File: config.mk
export PLATFORM = sky130hd
export DESIGN_NAME = ex_mem_stage
export DESIGN_NICKNAME = d
export VERILOG_FILES = /design/src/rtl/ex_mem_stage.sv
export SDC_FILE = /design/constraint.sdc
export NUM_CORES = 1
export LEC_CHECK = 0
export ABC_AREA = 0
export BUFFER_PORTS_ARGS = -buffer_cell sky130_fd_sc_hd__buf_4
export CELL_PAD_IN_SITES_DETAIL_PLACEMENT = 2
export CELL_PAD_IN_SITES_GLOBAL_PLACEMENT = 2
export CORE_ASPECT_RATIO = 0.75
export CORE_MARGIN = 10
export CORE_UTILIZATION = 27
export CTS_CLUSTER_DIAMETER = 200
export DETAILED_ROUTE_END_ITERATION = 12
export HOLD_SLACK_MARGIN = 0.12
export PLACE_DENSITY_LB_ADDON = 0.3
export SKIP_LAST_GASP = 1
export SYNTH_ARGS = -nofsm -noshare
export SYNTH_HDL_FRONTEND = slang
export SYNTH_SLANG_ARGS = --single-unit
File: constraint.sdc
create_clock -name clk -period 3.11 [get_ports clk]
set_input_delay 0.622 -clock clk [delete_from_list [all_inputs] [get_ports clk]]
set_output_delay 0.622 -clock clk [all_outputs]
set_load 0.05 [all_outputs]
File: src/rtl/ex_mem_stage.sv
// Execute-to-memory pipeline register with ARM condition evaluation, NZV flag
// register, stall/flush handling and a wrapping annulled-instruction counter.
module ex_mem_stage #(
  parameter int unsigned N  = 32,
  parameter int unsigned RW = 4
) (
  input  logic          clk,
  input  logic          reset,
  input  logic          stall,
  input  logic          flush,
  input  logic          in_valid,
  input  logic [N-1:0]  alu_result,
  input  logic          alu_z,
  input  logic          alu_n,
  input  logic          alu_v,
  input  logic          set_flags,
  input  logic [3:0]    cond,
  input  logic          reg_we_in,
  input  logic          mem_we_in,
  input  logic [RW-1:0] rd_in,
  input  logic [N-1:0]  store_data_in,
  output logic          cond_pass,
  output logic          out_valid,
  output logic          out_reg_we,
  output logic          out_mem_we,
  output logic [N-1:0]  out_result,
  output logic [N-1:0]  out_store_data,
  output logic [RW-1:0] out_rd,
  output logic [2:0]    flags_nzv,
  output logic [15:0]   annul_count
);

  localparam int unsigned CntW = 16;

  logic          valid_q,  valid_d;
  logic          reg_we_q, reg_we_d;
  logic          mem_we_q, mem_we_d;
  logic [N-1:0]  result_q, result_d;
  logic [N-1:0]  sdata_q,  sdata_d;
  logic [RW-1:0] rd_q,     rd_d;
  logic [2:0]    nzv_q,    nzv_d;
  logic [CntW-1:0] cnt_q,  cnt_d;

  logic flag_n, flag_z, flag_v;
  logic capture, exec;

  assign flag_n = nzv_q[2];
  assign flag_z = nzv_q[1];
  assign flag_v = nzv_q[0];

  // Condition decode uses only the registered flags; carry-based codes never pass.
  always_comb begin
    cond_pass = 1'b0;
    unique case (cond)
      4'b0000: cond_pass = flag_z;
      4'b0001: cond_pass = ~flag_z;
      4'b0100: cond_pass = flag_n;
      4'b0101: cond_pass = ~flag_n;
      4'b0110: cond_pass = flag_v;
      4'b0111: cond_pass = ~flag_v;
      4'b1010: cond_pass = (flag_n == flag_v);
      4'b1011: cond_pass = (flag_n != flag_v);
      4'b1100: cond_pass = ~flag_z & (flag_n == flag_v);
      4'b1101: cond_pass = flag_z | (flag_n != flag_v);
      4'b1110: cond_pass = 1'b1;
      default: cond_pass = 1'b0;
    endcase
  end

  assign capture = in_valid & ~stall & ~flush;
  assign exec    = capture & cond_pass;

  // Next-state: flush bubbles the control bits only, stall holds everything.
  always_comb begin
    valid_d  = valid_q;
    reg_we_d = reg_we_q;
    mem_we_d = mem_we_q;
    result_d = result_q;
    sdata_d  = sdata_q;
    rd_d     = rd_q;
    nzv_d    = nzv_q;
    cnt_d    = cnt_q;
    if (flush) begin
      valid_d  = 1'b0;
      reg_we_d = 1'b0;
      mem_we_d = 1'b0;
    end else if (!stall) begin
      valid_d  = exec;
      reg_we_d = exec & reg_we_in;
      mem_we_d = exec & mem_we_in;
      result_d = alu_result;
      sdata_d  = store_data_in;
      rd_d     = rd_in;
    end
    if (exec && set_flags) begin
      nzv_d = {alu_n, alu_z, alu_v};
    end
    if (capture && !cond_pass) begin
      cnt_d = cnt_q + CntW'(1);
    end
  end

  always_ff @(posedge clk or posedge reset) begin
    if (reset) begin
      valid_q  <= 1'b0;
      reg_we_q <= 1'b0;
      mem_we_q <= 1'b0;
      result_q <= '0;
      sdata_q  <= '0;
      rd_q     <= '0;
      nzv_q    <= 3'b000;
      cnt_q    <= '0;
    end else begin
      valid_q  <= valid_d;
      reg_we_q <= reg_we_d;
      mem_we_q <= mem_we_d;
      result_q <= result_d;
      sdata_q  <= sdata_d;
      rd_q     <= rd_d;
      nzv_q    <= nzv_d;
      cnt_q    <= cnt_d;
    end
  end

  assign out_valid      = valid_q;
  assign out_reg_we     = reg_we_q;
  assign out_mem_we     = mem_we_q;
  assign out_result     = result_q;
  assign out_store_data = sdata_q;
  assign out_rd         = rd_q;
  assign flags_nzv      = nzv_q;
  assign annul_count    = cnt_q;

endmodule
==> metrics.txt, run 1 <==
status finished clean; flops & latches, synth 90; hpwl dp 9.87 mm; final setup vio count 0; post-synthesis cell area approximately 3800 um^2; P_leak 2.67 nW; pin count of the biggest net entering global routing 57; Initial Util ~28%; via count of the routed design roughly 2,800; Tightest Pin Transition around 660 ps; first-pass GRT wire length 19.5 mm; area of the multi-input gates between 1500 and 2000 um^2; Layout Utilization 40.9%; Clk pin slew, worst setup/hold paths about 60 ps; CP Data Required Time around 2500 ps; antenna viol nets, final 0; CP Buf/Inv Count 1; CP cell instances xor2_1 -> or4_1 -> nand3_2 -> or2_1 -> buf_4; setup TNS 0 ps; ANT cells 0; Reg2Reg Setup Slack ~1000 ps; via density per instance around 4.6; CP Max Fanout 8; Crit-path slowest cell or4_1; vias in the first global route between 3,000 and 4,000; Core ar. approximately 14,000 um^2; Crit path arrival time approximately 2100 ps; die height about 120 um; Power Density about 700 nW/um^2; nets approximately 520; CTS tree built; CTS buffer count 9; Initial DRC Count 81; syn nets approximately 340; Max Fclk around 370 MHz; post-layout instance area roughly 5600 um^2; H-tree depth 3; Crit. End Element output pin; Setup Skew approximately 6.5 ps; Crit Path Class reg2out; GRT overflow 0; Top Family by Delay on Critical Path simple AND/OR/NAND/NOR gates; final WL about 12 mm; drt wl/cell 20.3 um; Gate power share 35.3%; Finished Layout Cells ~610; proportion of layout cells with a drive suffix above 1 between 60% and 70%; setup ws final 401 ps; RSZ-0062 raised after global routing false; GRT Util Overall about an eighth; Sink Count 90; # port buffers 173; Final Cycle Share between 80 and 90%; worst-skew pair later-pin latency approximately 330 ps; DRT Pass-1 Iters 4; Bufs on Longest Clock Path 2; register area share after synthesis between 50 and 60%; Synth Warn # 0; Max-Cap Viols 0; Clk network pwr share 26.6%; Worst path max stage delay approximately 520 ps; DRC viols 0; die area 19,300 um^2; # rows 37; Distinct cells, synth 45; dpl cells around 600; Layout Area Growth over Synthesis 48.0%; # resized after CTS 0; Pint approximately 0.0024 W; antenna violations before repair 0; hold crit path type in2async; Clock Root Buffer clkbuf_16; Sequential Power Share a little under two fifths; FILL cells between 1,000 and 1,500; VDD IR max between 0.2 and 0.3 mV; crit path launch type flip-flop; Sw Share 39.2%; width of the chip 157 um; worst slack at placement between 200 and 250 ps; post-layout minimum cycle time between 2000 and 3000 ps; Post-Syn Instances 252; Avg Cell Area, Syn approximately 15 um^2; Slew HR between 50 and 60%; Psw ~0.0015 W; final hold vios 0; sequential cell area between 2000 and 2500 um^2; gp weighted congestion just under 0.7; io pins ~170; Final Slew Violations 0; DP Area roughly 5300 um^2
==> worst paths after layout <==
path | from | to | depth (start not counted)
setup / recovery | flags_nzv[0]$_DFFE_PP0P_ | cond_pass | 5
hold / removal | reset | out_result[29]$_DFFE_PP0P_ | 2
max in group asynchronous | reset | out_rd[1]$_DFFE_PP0P_ | 3
hold reg to reg | annul_count[15]$_DFFE_PP0P_ | annul_count[15]$_DFFE_PP0P_ | 1
setup reg to reg | flags_nzv[0]$_DFFE_PP0P_ | annul_count[5]$_DFFE_PP0P_ | 5
min in group clk | annul_count[15]$_DFFE_PP0P_ | annul_count[15]$_DFFE_PP0P_ | 1
==> power groups by stage <==
stage	Clock, W	Sequential [W]	Combinational [W]
floorplan	0	0.00209	0.000305
global placement	0	0.00150	0.00138
detailed placement	0	0.00152	0.00141
CTS	0.00109	0.00150	0.00141
global route	0.00115	0.00153	0.00146
finish	0.00105	0.00150	0.00139
==> area by class of cell <==
cell class	instances	share of cell area, %
Multi-Input combinational cell	150	26.6
Tap cell	175	3.89
Clock buffer	10	4.24
Inverter	2	0.156
Sequential cell	90	40.0
Clock inverter	6	0.844
Timing Repair Buffer	180	24.2
==> Yosys cell counts <==
cell	count	area share, %
inv_1	2	0.20
ha_1	1	0.33
nor3b_2	1	0.33
clkbuf_1	4	0.39
nor4_1	1	0.16
nor4b_2	1	0.39
mux2_2	71	21
nor3b_1	2	0.39
buf_6	1	0.30
a22o_1	1	0.23
nor2b_1	3	0.49
nand3b_1	1	0.20
and4bb_2	1	0.33
nor4_2	6	2.0
xor2_1	15	3.5
nor3_1	5	0.66
and3b_1	1	0.23
a32o_1	2	0.53
mux2i_1	1	0.26
and4b_1	1	0.26
buf_4	1	0.20
nor4_4	1	0.56
mux2i_2	1	0.36
nor2_1	3	0.30
and4_1	1	0.23
nand4_4	1	0.56
buf_1	2	0.20
o211ai_2	1	0.33
and3_1	1	0.16
nor4b_1	2	0.46
xnor2_1	1	0.23
nand4_1	5	0.82
or4_1	1	0.20
or2_1	1	0.16
buf_2	2	0.26
mux2_1	1	0.30
o31ai_2	1	0.33
nand3_1	3	0.39
a31oi_4	1	0.56
nand3_2	2	0.53
and4bb_1	1	0.33
o21ai_0	2	0.26
dfrtp_1	90	59
nand2_1	4	0.39
nor3_2	2	0.53
==> cell usage in the layout (no fill, tap or decap), drive strengths merged, types with 4 or more instances in the layout <==
cell | netlist | layout
buf | 6 | 180
clkbuf | 4 | 10
clkinv | 0 | 4
dfrtp | 90 | 90
mux2 | 72 | 72
nand2 | 4 | 4
nand3 | 5 | 5
nand4 | 6 | 6
nor3 | 7 | 7
nor4 | 8 | 8
xor2 | 15 | 15
==> layer usage <==
metal | vias to the layer above | global-route usage [%] | wire, um
li1 | 1284 | - | -
met1 | 1430 | 14.7 | 4800
met2 | 95 | 21.8 | 6380
met3 | 8 | 6.12 | 1200
met4 | 0 | 2.80 | 86
met5 | - | 0 | 0
==> flip-flops by register name, summed over array words and instances, names as in the netlist <==
register        cells
out_result         32
out_store_data     32
annul_count        16
out_rd              4
flags_nzv           3
out_mem_we          1
out_reg_we          1
out_valid           1
==> through the flow <==
stage,hold WS [ps],total power (W)
finish,366,0.00393
detailed placement,464,0.00293
floorplan,772,0.00240
global route,414,0.00414
global placement,460,0.00289
CTS,393,0.00400
==> kinds of logic after synthesis <==
logic type	Yosys count	synth area share, %
AO/OA/AOI/OAI	8	2.24
flip-flops	90	59.2
XOR/XNOR	16	3.68
buffers and inverters	12	1.55
AND/OR/NAND/NOR	51	11.1
multiplexers	74	21.9
adder cells (fa/ha/maj)	1	0.329
==> timing repair <==
action | 4_1_cts | 5_1_grt
hold buffers | 0 | 0
buffers inserted | 0 | 2
setup endpoints to repair | 0 | 1
(Power assumes the default switching activity.)
==> run 2, diff against run 1 <==
--- a/config.mk
+++ b/config.mk
@@ -6,7 +6,7 @@
 export NUM_CORES = 1
 export LEC_CHECK = 0
 export ABC_AREA = 0
-export BUFFER_PORTS_ARGS = -buffer_cell sky130_fd_sc_hd__buf_4
+export BUFFER_PORTS_ARGS = -buffer_cell sky130_fd_sc_hd__buf_2
 export CELL_PAD_IN_SITES_DETAIL_PLACEMENT = 2
 export CELL_PAD_IN_SITES_GLOBAL_PLACEMENT = 2
 export CORE_ASPECT_RATIO = 0.75
==> run 2 against run 1 <==
Compared with the run above: design area down 6.7%; largest cell class unchanged; wire length is 2.0% lower; via count fell by 0.18%; critical endpoint unchanged; critical path depth did not move; hold slack lost 2.4 ps; combinational power fell by 10%; highest routed layer unchanged.
==> metrics.txt, run 2 (synthesis gave the netlist of run 1 again) <==
Crit-path slowest cell or4_1 (unchanged); gp weighted congestion 0.717 (was 0.682); die area 19,300 um^2 (unchanged); drt wl/cell 19.9 um (was 20.3 um); first-pass GRT wire length 18.9 mm (was 19.5 mm); GRT overflow 0 (unchanged); Core ar. 13,700 um^2 (unchanged); R2R depth 6 (was 5); Power Density 754 nW/um^2 (was 698 nW/um^2); Crit. End Element output pin (unchanged); Levels on crit path 5 (unchanged); Setup Skew 5.66 ps (was 6.52 ps); final WL 12.2 mm (was 12.5 mm); GRT Util Overall 12.4% (was 12.9%); VDD IR max 0.312 mV (was 0.266 mV); die height 123 um (unchanged); dpl cells 596 (was 595); io pins 174 (unchanged); hold crit path type in2async (unchanged); vias in the first global route 3,146 (was 3,234); nets 517 (unchanged); via count of the routed design 2,812 (was 2,817); Top Family by Delay on Critical Path simple AND/OR/NAND/NOR gates (unchanged); FF-to-FF End annul_count[1]$_DFFE_PP0P_ (was annul_count[5]$_DFFE_PP0P_); Max Fclk 363 MHz (was 369 MHz); post-layout instance area 5250 um^2 (was 5630 um^2); Bufs on Longest Clock Path 2 (unchanged); # port buffers 173 (unchanged); antenna violations before repair 1 (was 0); antenna viol nets, final 0 (unchanged); hpwl dp 9.45 mm (was 9.87 mm); DRT Pass-1 Iters 4 (unchanged); Layout Area Growth over Synthesis 38.1% (was 48.0%); post-layout minimum cycle time 2750 ps (was 2710 ps); CP Data Required Time 2490 ps (about the same); worst-skew pair later-pin latency 330 ps (about the same); Reg2Reg Setup Slack 960 ps (was 1020 ps); final hold vios 0 (unchanged); Initial Util 27.7% (unchanged); P_leak 2.56 nW (was 2.67 nW); status finished clean (unchanged); Crit path arrival time 2130 ps (was 2090 ps); setup TNS 0 ps (unchanged); Clk pin slew, worst setup/hold paths 70 ps (was 60 ps); # rows 37 (unchanged); Hold WS 364 ps (was 366 ps); Initial DRC Count 65 (was 81); most frequent cells in the layout buf_2, dfrtp_1, mux2_2, xor2_1, clkbuf_16 (was buf_4, dfrtp_1, mux2_2, xor2_1, clkbuf_16); Tightest Pin Transition 694 ps (was 660 ps); proportion of layout cells with a drive suffix above 1 65.8% (unchanged); Slew HR 53.7% (was 55.9%); H-tree depth 3 (unchanged); Clock Root Buffer clkbuf_16 (unchanged); DRC viols 0 (unchanged); CTS tree built (unchanged); Worst R2R Start flags_nzv[2]$_DFFE_PP0P_ (was flags_nzv[0]$_DFFE_PP0P_); crit path launch type flip-flop (unchanged); RSZ-0062 raised after global routing false (unchanged); FILL cells 1,435 (unchanged); Final Cycle Share 88.5% (was 87.1%); Critical Path Source flags_nzv[2]$_DFFE_PP0P_ (was flags_nzv[0]$_DFFE_PP0P_); CP Buf/Inv Count 1 (unchanged); Sink Count 90 (unchanged); Worst Setup EP cond_pass (unchanged); Worst path max stage delay 520 ps (about the same); DP Area 4900 um^2 (was 5330 um^2); Crit Path Class reg2out (unchanged); Finished Layout Cells 615 (was 613); final setup vio count 0 (unchanged); Final Slew Violations 0 (unchanged); CP Max Fanout 8 (unchanged); pin count of the biggest net entering global routing 56 (was 57); width of the chip 157 um (unchanged); CTS buffer count 9 (unchanged); Max-Cap Viols 0 (unchanged); most common cell after layout, fill and taps aside buf_2 (was buf_4); via density per instance 4.57 (was 4.60); CP cell instances xor2_1 -> or4_1 -> nand3_2 -> or2_1 -> buf_2 (was xor2_1 -> or4_1 -> nand3_2 -> or2_1 -> buf_4)
[run 2: cell types whose count changed in the layout (fill, tap and decap cells not counted), sizes merged]
cell | previous run | this run
inv | 3 | 2
bufinv | 0 | 2
diode | 0 | 2
clkinv | 4 | 2
clkbuf | 10 | 11
[run 2: worst reg2reg max path: stages (launching register included)]
cell and delay, ps:
dfrtp_1 480, nor2b_1 180, o21ai_0 350, a31oi_4 160, buf_4 240, nor3_2 270
mux2_1 340
[run 2: layer usage]
| metal | vias to the layer above | global-route usage [%] | wire (um) |
|---|---|---|---|
| met4 | 0 | 2.80 | 86 |
| met2 | 93 | 20.3 | 5980 |
| met3 | 7 | 5.73 | 1070 |
| met1 | 1427 | 14.6 | 5080 |
| met5 | - | 0 | 0 |
| li1 | 1285 | - | - |
[run 2: worst min path at each step]
stage | end | cells past startpoint | startpoint
after floorplan | flags_nzv[0]$_DFFE_PP0P_ | 1 | alu_v
after global placement | annul_count[15]$_DFFE_PP0P_ | 1 | annul_count[15]$_DFFE_PP0P_
after detailed placement | annul_count[15]$_DFFE_PP0P_ | 1 | annul_count[15]$_DFFE_PP0P_
after CTS | out_store_data[24]$_DFFE_PP0P_ | 2 | reset
after global routing | out_store_data[24]$_DFFE_PP0P_ | 2 | reset
final | out_store_data[24]$_DFFE_PP0P_ | 2 | reset
[run 2: power breakdown]
| group | internal [W] | total, W | switching [W] |
|---|---|---|---|
| logic | 0.000342 | 0.00125 | 0.000911 |
| registers | 0.00134 | 0.00148 | 0.000143 |
| clock network | 0.000753 | 0.00123 | 0.000474 |
[run 2: cell type report]
| type | instances | area, um^2 | share of cell area [%] |
|---|---|---|---|
| sequential | 90 | 2250 | 42.9 |
| multi-input combinational | 150 | 1500 | 28.6 |
| clock buffer | 11 | 253 | 4.81 |
| tap | 175 | 219 | 4.17 |
| inverter | 2 | 8.76 | 0.167 |
| antenna | 2 | 5.00 | 0.0953 |
| timing repair buffer | 180 | 931 | 17.7 |
| clock inverter | 5 | 85.1 | 1.62 |
[run 2: timing repair]
action / 4_1_cts / 5_1_grt
setup buffers: 0 / 1
gates resized for setup: 0 / 0
hold buffers: 0 / 0
endpoints found under the setup margin: 0 / 1
[run 2: stage by stage]
step                setup WS [ps]  utilization [%]  total power (W)
finish                        358             38.2          0.00396
global route                  242             38.2          0.00416
CTS                          67.8             38.1          0.00404
detailed placement            126             35.7          0.00278
global placement              183             35.7          0.00274
floorplan                     153                -          0.00240
==> run 3, diff against run 2 <==
--- a/config.mk
+++ b/config.mk
@@ -16,6 +16,7 @@
 export DETAILED_ROUTE_END_ITERATION = 12
 export HOLD_SLACK_MARGIN = 0.12
 export PLACE_DENSITY_LB_ADDON = 0.3
+export REMOVE_ABC_BUFFERS = 1
 export SKIP_LAST_GASP = 1
 export SYNTH_ARGS = -nofsm -noshare
 export SYNTH_HDL_FRONTEND = slang
==> run 3 against run 2 <==
Compared with the run above: final cell count rose by 0.81%; sequential cell count did not move; combinational power barely moved; first-iteration DRC count fell by 23%; clock skew fell by 1.7 ps.
==> metrics.txt, run 3 (synthesis gave the netlist of run 1 again) <==
gp weighted congestion 0.728 (was 0.717); CTS tree built (unchanged); RSZ-0062 raised after global routing false (unchanged); total power 0.00386 W (was 0.00396 W); Slew HR 51.6% (was 53.7%); worst-skew pair later-pin latency 330 ps (about the same); hpwl dp 9.42 mm (was 9.45 mm); Tightest Pin Transition 726 ps (was 694 ps); io pins 174 (unchanged); antenna viol nets, final 0 (unchanged); final hold vios 0 (unchanged); die height 123 um (unchanged); Power Density 733 nW/um^2 (was 754 nW/um^2); VDD IR max 0.307 mV (was 0.312 mV); Max-Cap Viols 0 (unchanged); # resized after CTS 0 (unchanged); via count of the routed design 2,826 (was 2,812); first-pass GRT wire length 18.7 mm (was 18.9 mm); DRT Pass-1 Iters 4 (unchanged); DP Area 4920 um^2 (was 4900 um^2); CP Max Fanout 8 (unchanged); proportion of layout cells with a drive suffix above 1 66.0% (was 65.8%); post-layout instance area 5270 um^2 (was 5250 um^2); nets 523 (was 517); Layout Area Growth over Synthesis 38.6% (was 38.1%); hold crit path type in2async (unchanged); Bufs on Longest Clock Path 2 (unchanged); status finished clean (unchanged); most frequent cells in the layout buf_2, dfrtp_1, mux2_2, xor2_1, buf_4 (was buf_2, dfrtp_1, mux2_2, xor2_1, clkbuf_16); # port buffers 173 (unchanged); Initial DRC Count 50 (was 65); final setup vio count 0 (unchanged); final WL 12.1 mm (was 12.2 mm); Crit Path Class reg2out (unchanged); Crit. End Element output pin (unchanged); post-layout minimum cycle time 2740 ps (was 2750 ps); vias in the first global route 3,281 (was 3,146); setup ws final 368 ps (was 358 ps); Setup Skew 3.98 ps (was 5.66 ps); via density per instance 4.56 (was 4.57); worst slack at placement 127 ps (was 126 ps); FILL cells 1,450 (was 1,435); area of the multi-input gates 1500 um^2 (unchanged); H-tree depth 3 (unchanged); P_leak 2.58 nW (was 2.56 nW); Sink Count 90 (unchanged); Final Cycle Share 88.2% (was 88.5%); most common cell after layout, fill and taps aside buf_2 (unchanged); Reg2Reg Setup Slack 960 ps (about the same); DRC viols 0 (unchanged); width of the chip 157 um (unchanged); Initial Util 27.7% (unchanged); Max Fclk 365 MHz (was 363 MHz); GRT overflow 0 (unchanged); pin count of the biggest net entering global routing 54 (was 56); sequential cell area 2250 um^2 (unchanged); CP Data Required Time 2490 ps (about the same); die area 19,300 um^2 (unchanged); antenna violations before repair 1 (unchanged); # rows 37 (unchanged); Final Slew Violations 0 (unchanged); Clk pin slew, worst setup/hold paths 70 ps (about the same); GRT Util Overall 12.4% (about the same); Layout Utilization 38.3% (was 38.2%); drt wl/cell 19.5 um (was 19.9 um); Crit path arrival time 2120 ps (was 2130 ps); Clock Root Buffer clkbuf_16 (unchanged); Core ar. 13,700 um^2 (unchanged); crit path launch type flip-flop (unchanged); CTS buffer count 9 (unchanged)
[run 3: path summary, 6_finish.rpt]
path | cells past startpoint | startpoint | to
hold / removal | 2 | reset | out_store_data[19]$_DFFE_PP0P_
hold reg to reg | 1 | annul_count[15]$_DFFE_PP0P_ | annul_count[15]$_DFFE_PP0P_
min in group clk | 1 | annul_count[15]$_DFFE_PP0P_ | annul_count[15]$_DFFE_PP0P_
setup / recovery | 5 | flags_nzv[0]$_DFFE_PP0P_ | cond_pass
max in group asynchronous | 3 | reset | out_result[29]$_DFFE_PP0P_
setup reg to reg | 6 | flags_nzv[2]$_DFFE_PP0P_ | annul_count[1]$_DFFE_PP0P_
[run 3: cell type report]
class	count	area share, %
diodes	1	0.0475
clock buffers	10	4.34
clock inverters	6	1.38
inverters	2	0.166
multi-input cells	150	28.5
flip-flops and latches	90	42.7
well taps	175	4.15
repair buffers	186	18.7
[run 3: what timing repair did]
action                     CTS  global route
setup endpoints to repair    0             1
buffers inserted             0             7
hold buffers                 0             0
[run 3: critical path, cell delays in order (launching register included)]
cell and delay, ps:
dfrtp_1 460, xor2_1 200, or4_1 530, nand3_2 120, or2_1 190, buf_2 290
[run 3: power by group]
part	total [W]	internal [W]	leakage [nW]	switching, W
Clock	0.00110	0.000635	0.149	0.000467
Sequential	0.00148	0.00134	1.09	0.000136
Combinational	0.00128	0.000357	1.34	0.000927
[run 3: routing by layer]
layer	vias up	part of all wire [%]	global-route usage [%]
met5	-	0	0
met3	6	12	7.13
li1	1288	-	-
met2	126	45	19.8
met4	0	0.39	2.10
met1	1406	43	14.4
[run 3: stage by stage]
| step | instances | hold WS [ps] | setup TNS, ps |
|---|---|---|---|
| floorplan | 242 | 772 | -70130 |
| global placement | 596 | 457 | 0 |
| detailed placement | 596 | 479 | 0 |
| CTS | 612 | 402 | 0 |
| global route | 619 | 435 | 0 |
| finish | 620 | 388 | 0 |
